==> config.mk <==
export PLATFORM = sky130hd
export DESIGN_NAME = pattern_timer
export DESIGN_NICKNAME = d
export VERILOG_FILES = /design/src/rtl/pattern_timer.sv
export SDC_FILE = /design/constraint.sdc
export NUM_CORES = 1
export LEC_CHECK = 0
export ABC_CLOCK_PERIOD_IN_PS = 1800
export CAP_MARGIN = 20
export CORE_AREA = 2 2 39 41
export DETAILED_ROUTE_END_ITERATION = 12
export DIE_AREA = 0 0 41 43
export SLEW_MARGIN = 20
export SYNTH_ARGS = -nofsm -noshare
export SYNTH_HDL_FRONTEND = slang
export SYNTH_SLANG_ARGS = --single-unit
==> constraint.sdc <==
create_clock -name i_clk -period 1.8 [get_ports i_clk]
set_clock_uncertainty 0.15 [all_clocks]
set_input_delay 0.45 -clock i_clk [delete_from_list [all_inputs] [get_ports i_clk]]
set_output_delay 0.45 -clock i_clk [all_outputs]
set_load 0.02 [all_outputs]
==> src/rtl/pattern_timer.sv <==
// Loadable down-counter with a terminal-count flag.
// o_done is high whenever the count sits at zero; a load takes priority over counting.
module pattern_timer #(
  parameter int W = 8
) (
  input  logic         i_clk,
  input  logic         i_rst,
  input  logic         i_load,
  input  logic [W-1:0] i_load_val,
  output logic         o_done
);

  logic [W-1:0] r_count;

  always_ff @(posedge i_clk) begin
    if (i_rst) begin
      r_count <= '0;
    end else if (i_load) begin
      r_count <= i_load_val;
    end else if (r_count != '0) begin
      r_count <= r_count - W'(1);
    end
  end

  assign o_done = (r_count == '0);

endmodule

==> impl_metrics.prom <==
# TYPE chip_impl_metric gauge
chip_impl_metric{name="timing_max_transition_violations_final",unit=""} 0
chip_impl_metric{name="die_height",unit="µm"} 43
chip_impl_metric{name="min_period",unit="ps"} 1873
chip_impl_metric{name="drc_markers",unit=""} 0
chip_impl_metric{name="cts_made_buffers",unit=""} 3
chip_impl_info{name="hold_start",value="r_count[0]"} 1
chip_impl_metric{name="via_count_of_the_first_global_routing_pass",unit=""} 471
chip_impl_metric{name="static-leakage-power",unit="µW"} 0.0003236
chip_impl_info{name="crit-reg2reg-launch",value="r_count[0]"} 1
chip_impl_info{name="worstSetupStartpoint",value="r_count[3]"} 1
chip_impl_info{name="netlist_top_cells_area",value="dfxtp_1, o32ai_1, nand2_1"} 1
chip_impl_metric{name="detailedRoute.firstPassIterationCount",unit=""} 6
chip_impl_metric{name="synth_enable_flop_cells",unit=""} 0
chip_impl_info{name="result_of_the_run",value="finished, violations left"} 1
chip_impl_info{name="crit_path_cell_trace",value="nor4_4 > and4bb_1 > buf_6"} 1
chip_impl_info{name="critical_path.slowest_cell",value="dfxtp_2"} 1
chip_impl_info{name="worst_setup_path_start_kind",value="flip-flop"} 1
chip_impl_metric{name="yosys_warn_count",unit=""} 0
chip_impl_metric{name="grt_max_degree",unit=""} 8
chip_impl_info{name="critPathKind",value="flip-flop to output pin"} 1
chip_impl_info{name="synth.largest_area_cell",value="dfxtp_1"} 1
chip_impl_metric{name="holdBufCountCts",unit=""} 0
chip_impl_metric{name="timing.reg2reg.worst_path_depth",unit=""} 6
chip_impl_metric{name="hpwl",unit="µm"} 868
chip_impl_info{name="registers.top_by_ff_count",value="r_count"} 1
chip_impl_metric{name="hold_viol_final",unit=""} 0
chip_impl_metric{name="row_count",unit=""} 14
chip_impl_metric{name="largest_register_ff_count",unit=""} 8
chip_impl_info{name="regToRegEndpoint",value="r_count[0]"} 1
chip_impl_metric{name="area_growth_syn_to_layout",unit="%"} 58.95
chip_impl_metric{name="rrSetupSlack",unit="ps"} 100
chip_impl_info{name="yosys-top-cells-count",value="dfxtp_1, nand2_1, nor3_1"} 1
chip_impl_info{name="cpLargestDelayFamily",value="simple AND/OR/NAND/NOR gates"} 1
chip_impl_metric{name="maxCapViolCount",unit=""} 0
chip_impl_metric{name="antenna_found_initial",unit=""} 0
chip_impl_metric{name="synthesis.area",unit="µm²"} 475.5
chip_impl_metric{name="fillerInstances",unit=""} 120
chip_impl_metric{name="dr.first_iter.drc_count",unit=""} 6
chip_impl_metric{name="floorplan.initialDensity",unit="%"} 34.36
chip_impl_metric{name="layout_cell_share_with_drive_strength_beyond_1",unit="%"} 34.94
chip_impl_metric{name="die_width",unit="µm"} 41
chip_impl_metric{name="fin_util",unit="%"} 54.61
chip_impl_info{name="cts-root-buf",value="clkbuf_4"} 1
chip_impl_metric{name="nets",unit=""} 97
chip_impl_metric{name="vias",unit=""} 484
chip_impl_info{name="worstSetupEndpointType",value="output pin"} 1
chip_impl_metric{name="dp_worst_setup_slack",unit="ps"} -294.2
chip_impl_metric{name="ys_types",unit=""} 25
chip_impl_metric{name="drtAntennaViolNets",unit=""} 0
chip_impl_info{name="violations_in_the_final_reports",value="setup timing"} 1
chip_impl_metric{name="post_drt_via_cell_ratio",unit=""} 4.889
chip_impl_info{name="grt_setup_unrepaired",value="yes"} 1
chip_impl_metric{name="crit_required",unit="ps"} 1200
chip_impl_info{name="cts_tree",value="yes"} 1
chip_impl_info{name="main_synth_ff_type",value="dfxtp_1"} 1
chip_impl_metric{name="coreArea",unit="µm²"} 1384
chip_impl_metric{name="finalSetupViolCount",unit=""} 1
chip_impl_metric{name="detail_route.wl_per_cell",unit="µm"} 10.85
chip_impl_metric{name="setup_slack",unit="ps"} -72.87
chip_impl_metric{name="grt_util_overall",unit="%"} 15.96
chip_impl_metric{name="worstSkewPairLatency",unit="ps"} 250
chip_impl_metric{name="fin_crit_sh",unit="%"} 104.0
chip_impl_info{name="reg_top3",value="r_count x8"} 1
chip_impl_metric{name="synth_fp_nets",unit=""} 65
chip_impl_metric{name="cts.reportedPaths.clkPinSlew",unit="ps"} 60
chip_impl_metric{name="timing.slew.headroom",unit="%"} 80.14
chip_impl_metric{name="number_of_top_level_pins",unit=""} 12
chip_impl_metric{name="synth_async_sr_flop_share",unit="%"} 0
chip_impl_metric{name="syn-instance-count",unit=""} 53
chip_impl_metric{name="final.setup.tns",unit="ps"} -72.87
chip_impl_metric{name="fmax",unit="MHz"} 533.9
chip_impl_metric{name="globalRouteOverflowTotal",unit=""} 0
chip_impl_metric{name="grt_pass1_wl",unit="µm"} 1911
chip_impl_metric{name="cts_sinks",unit=""} 8
chip_impl_metric{name="critical_path_peak_fanout",unit=""} 2
chip_impl_metric{name="postRouteWirelength",unit="µm"} 1074
chip_impl_metric{name="n_antenna_cell",unit=""} 0
chip_impl_info{name="worstHoldEndpoint",value="r_count[0]"} 1
chip_impl_metric{name="fp.dieArea",unit="µm²"} 1763
chip_impl_metric{name="average_footprint_of_a_synthesized_cell",unit="µm²"} 8.971
chip_impl_metric{name="h_tree_depth_reported_by_cts",unit=""} 1
chip_impl_metric{name="critical_path_buf_inv_count",unit=""} 1
chip_impl_metric{name="gp_routability_congestion",unit=""} 0.8073
chip_impl_metric{name="critPathArrivalTime",unit="ps"} 1270
chip_impl_metric{name="synth.top_cell.area_share",unit="%"} 33.68
chip_impl_metric{name="io_buffer_count",unit=""} 11
chip_impl_metric{name="clock_path_buffers",unit=""} 2
chip_impl_metric{name="synth-seq-area-share",unit="%"} 33.68
chip_impl_metric{name="vdd_drop_max",unit="mV"} 0.3552
chip_impl_metric{name="timing_worst_slew_pin_value",unit="ps"} 295.6
chip_impl_metric{name="power-per-cell-area",unit="nW/µm²"} 792.4
chip_impl_metric{name="min_path_cells",unit=""} 3
chip_impl_info{name="hp-class",value="flip-flop to flip-flop"} 1
chip_impl_metric{name="whs",unit="ps"} 522.2
chip_impl_metric{name="postSynthRegisterBits",unit=""} 8
chip_impl_metric{name="crit_path_max_incr_delay",unit="ps"} 330
==> cell type report <==
| cell class | instances | area (µm²) | share of cell area [%] |
|---|---|---|---|
| multi-input combinational | 39 | 285.3 | 37.75 |
| timing repair buffer | 30 | 254.0 | 33.61 |
| sequential | 8 | 162.7 | 21.52 |
| clock buffer | 3 | 22.52 | 2.980 |
| tap | 16 | 20.02 | 2.649 |
| inverter | 3 | 11.26 | 1.490 |
==> worst max path at each step <==
stage / end / depth (start not counted) / slack (ps)
after detailed placement: o_done / 3 / -290
after CTS: o_done / 3 / -100
after floorplan: r_count[0] / 6 / 110
final: o_done / 3 / -70
after global placement: o_done / 3 / -230
after global routing: o_done / 3 / -150
==> through the flow <==
stage / power (µW) / instances / area [µm²]
3_3_place_gp: 444.1 / 94 / 714.4
4_1_cts: 590.0 / 97 / 739.5
5_1_grt: 645.8 / 99 / 755.7
2_1_floorplan: 343.6 / 53 / 475.5
3_5_place_dp: 449.4 / 94 / 714.4
6_report: 598.9 / 99 / 755.7
==> routing by layer <==
metal	part of all wire, %	track usage, %	wire, µm
met1	46	20.90	497
met2	49	23.75	527
met3	3.2	4.712	34
met4	1.3	6.000	14
met5	0	0	0
==> placed cells by master, fill, tap and decap left out, drive strengths merged, types with 2 or more instances in the layout <==
master          n
nand2           8
nor3            5
buf            20
nor2b           2
inv             3
o32ai           4
clkbuf          3
dfxtp           8
xnor2           3
clkdlybuf4s50  10
nor2            2
==> logic make-up (layout without fill, tap and decap cells) <==
kind of cell    count (synthesis)  in the layout  share of synthesized area (%)
compound gates                 10             10                          17.63
xor+xnor                        4              4                          7.370
fa+ha+maj                       1              1                          2.631
buf+inv                         6             36                          6.316
flops                           8              8                          33.68
mux                             1              1                          2.105
simple gates                   23             23                          30.26
==> report_power, final <==
group / internal (µW) / total [µW] / switching [µW]
clock network: 76.6 / 141 / 64.2
logic: 147 / 243 / 95.9
registers: 199 / 215 / 15.6
==> worst register-to-register path: cells and delay by family (launching register included) <==
| kind | cells | cell delay [ps] |
|---|---|---|
| simple gates | 2 | 640 |
| flops | 1 | 320 |
| buf+inv | 2 | 220 |
| fa+ha+maj | 1 | 220 |
| compound gates | 1 | 80 |
==> timing repair <==
action | CTS | global route
setup buffers | 0 | 2
endpoints found under the setup margin | 1 | 1
endpoints found under the hold margin | 0 | 0
resized for setup | 7 | 1
pin swaps | 2 | 2
No activity file was read; power rests on OpenSTA's default activity.
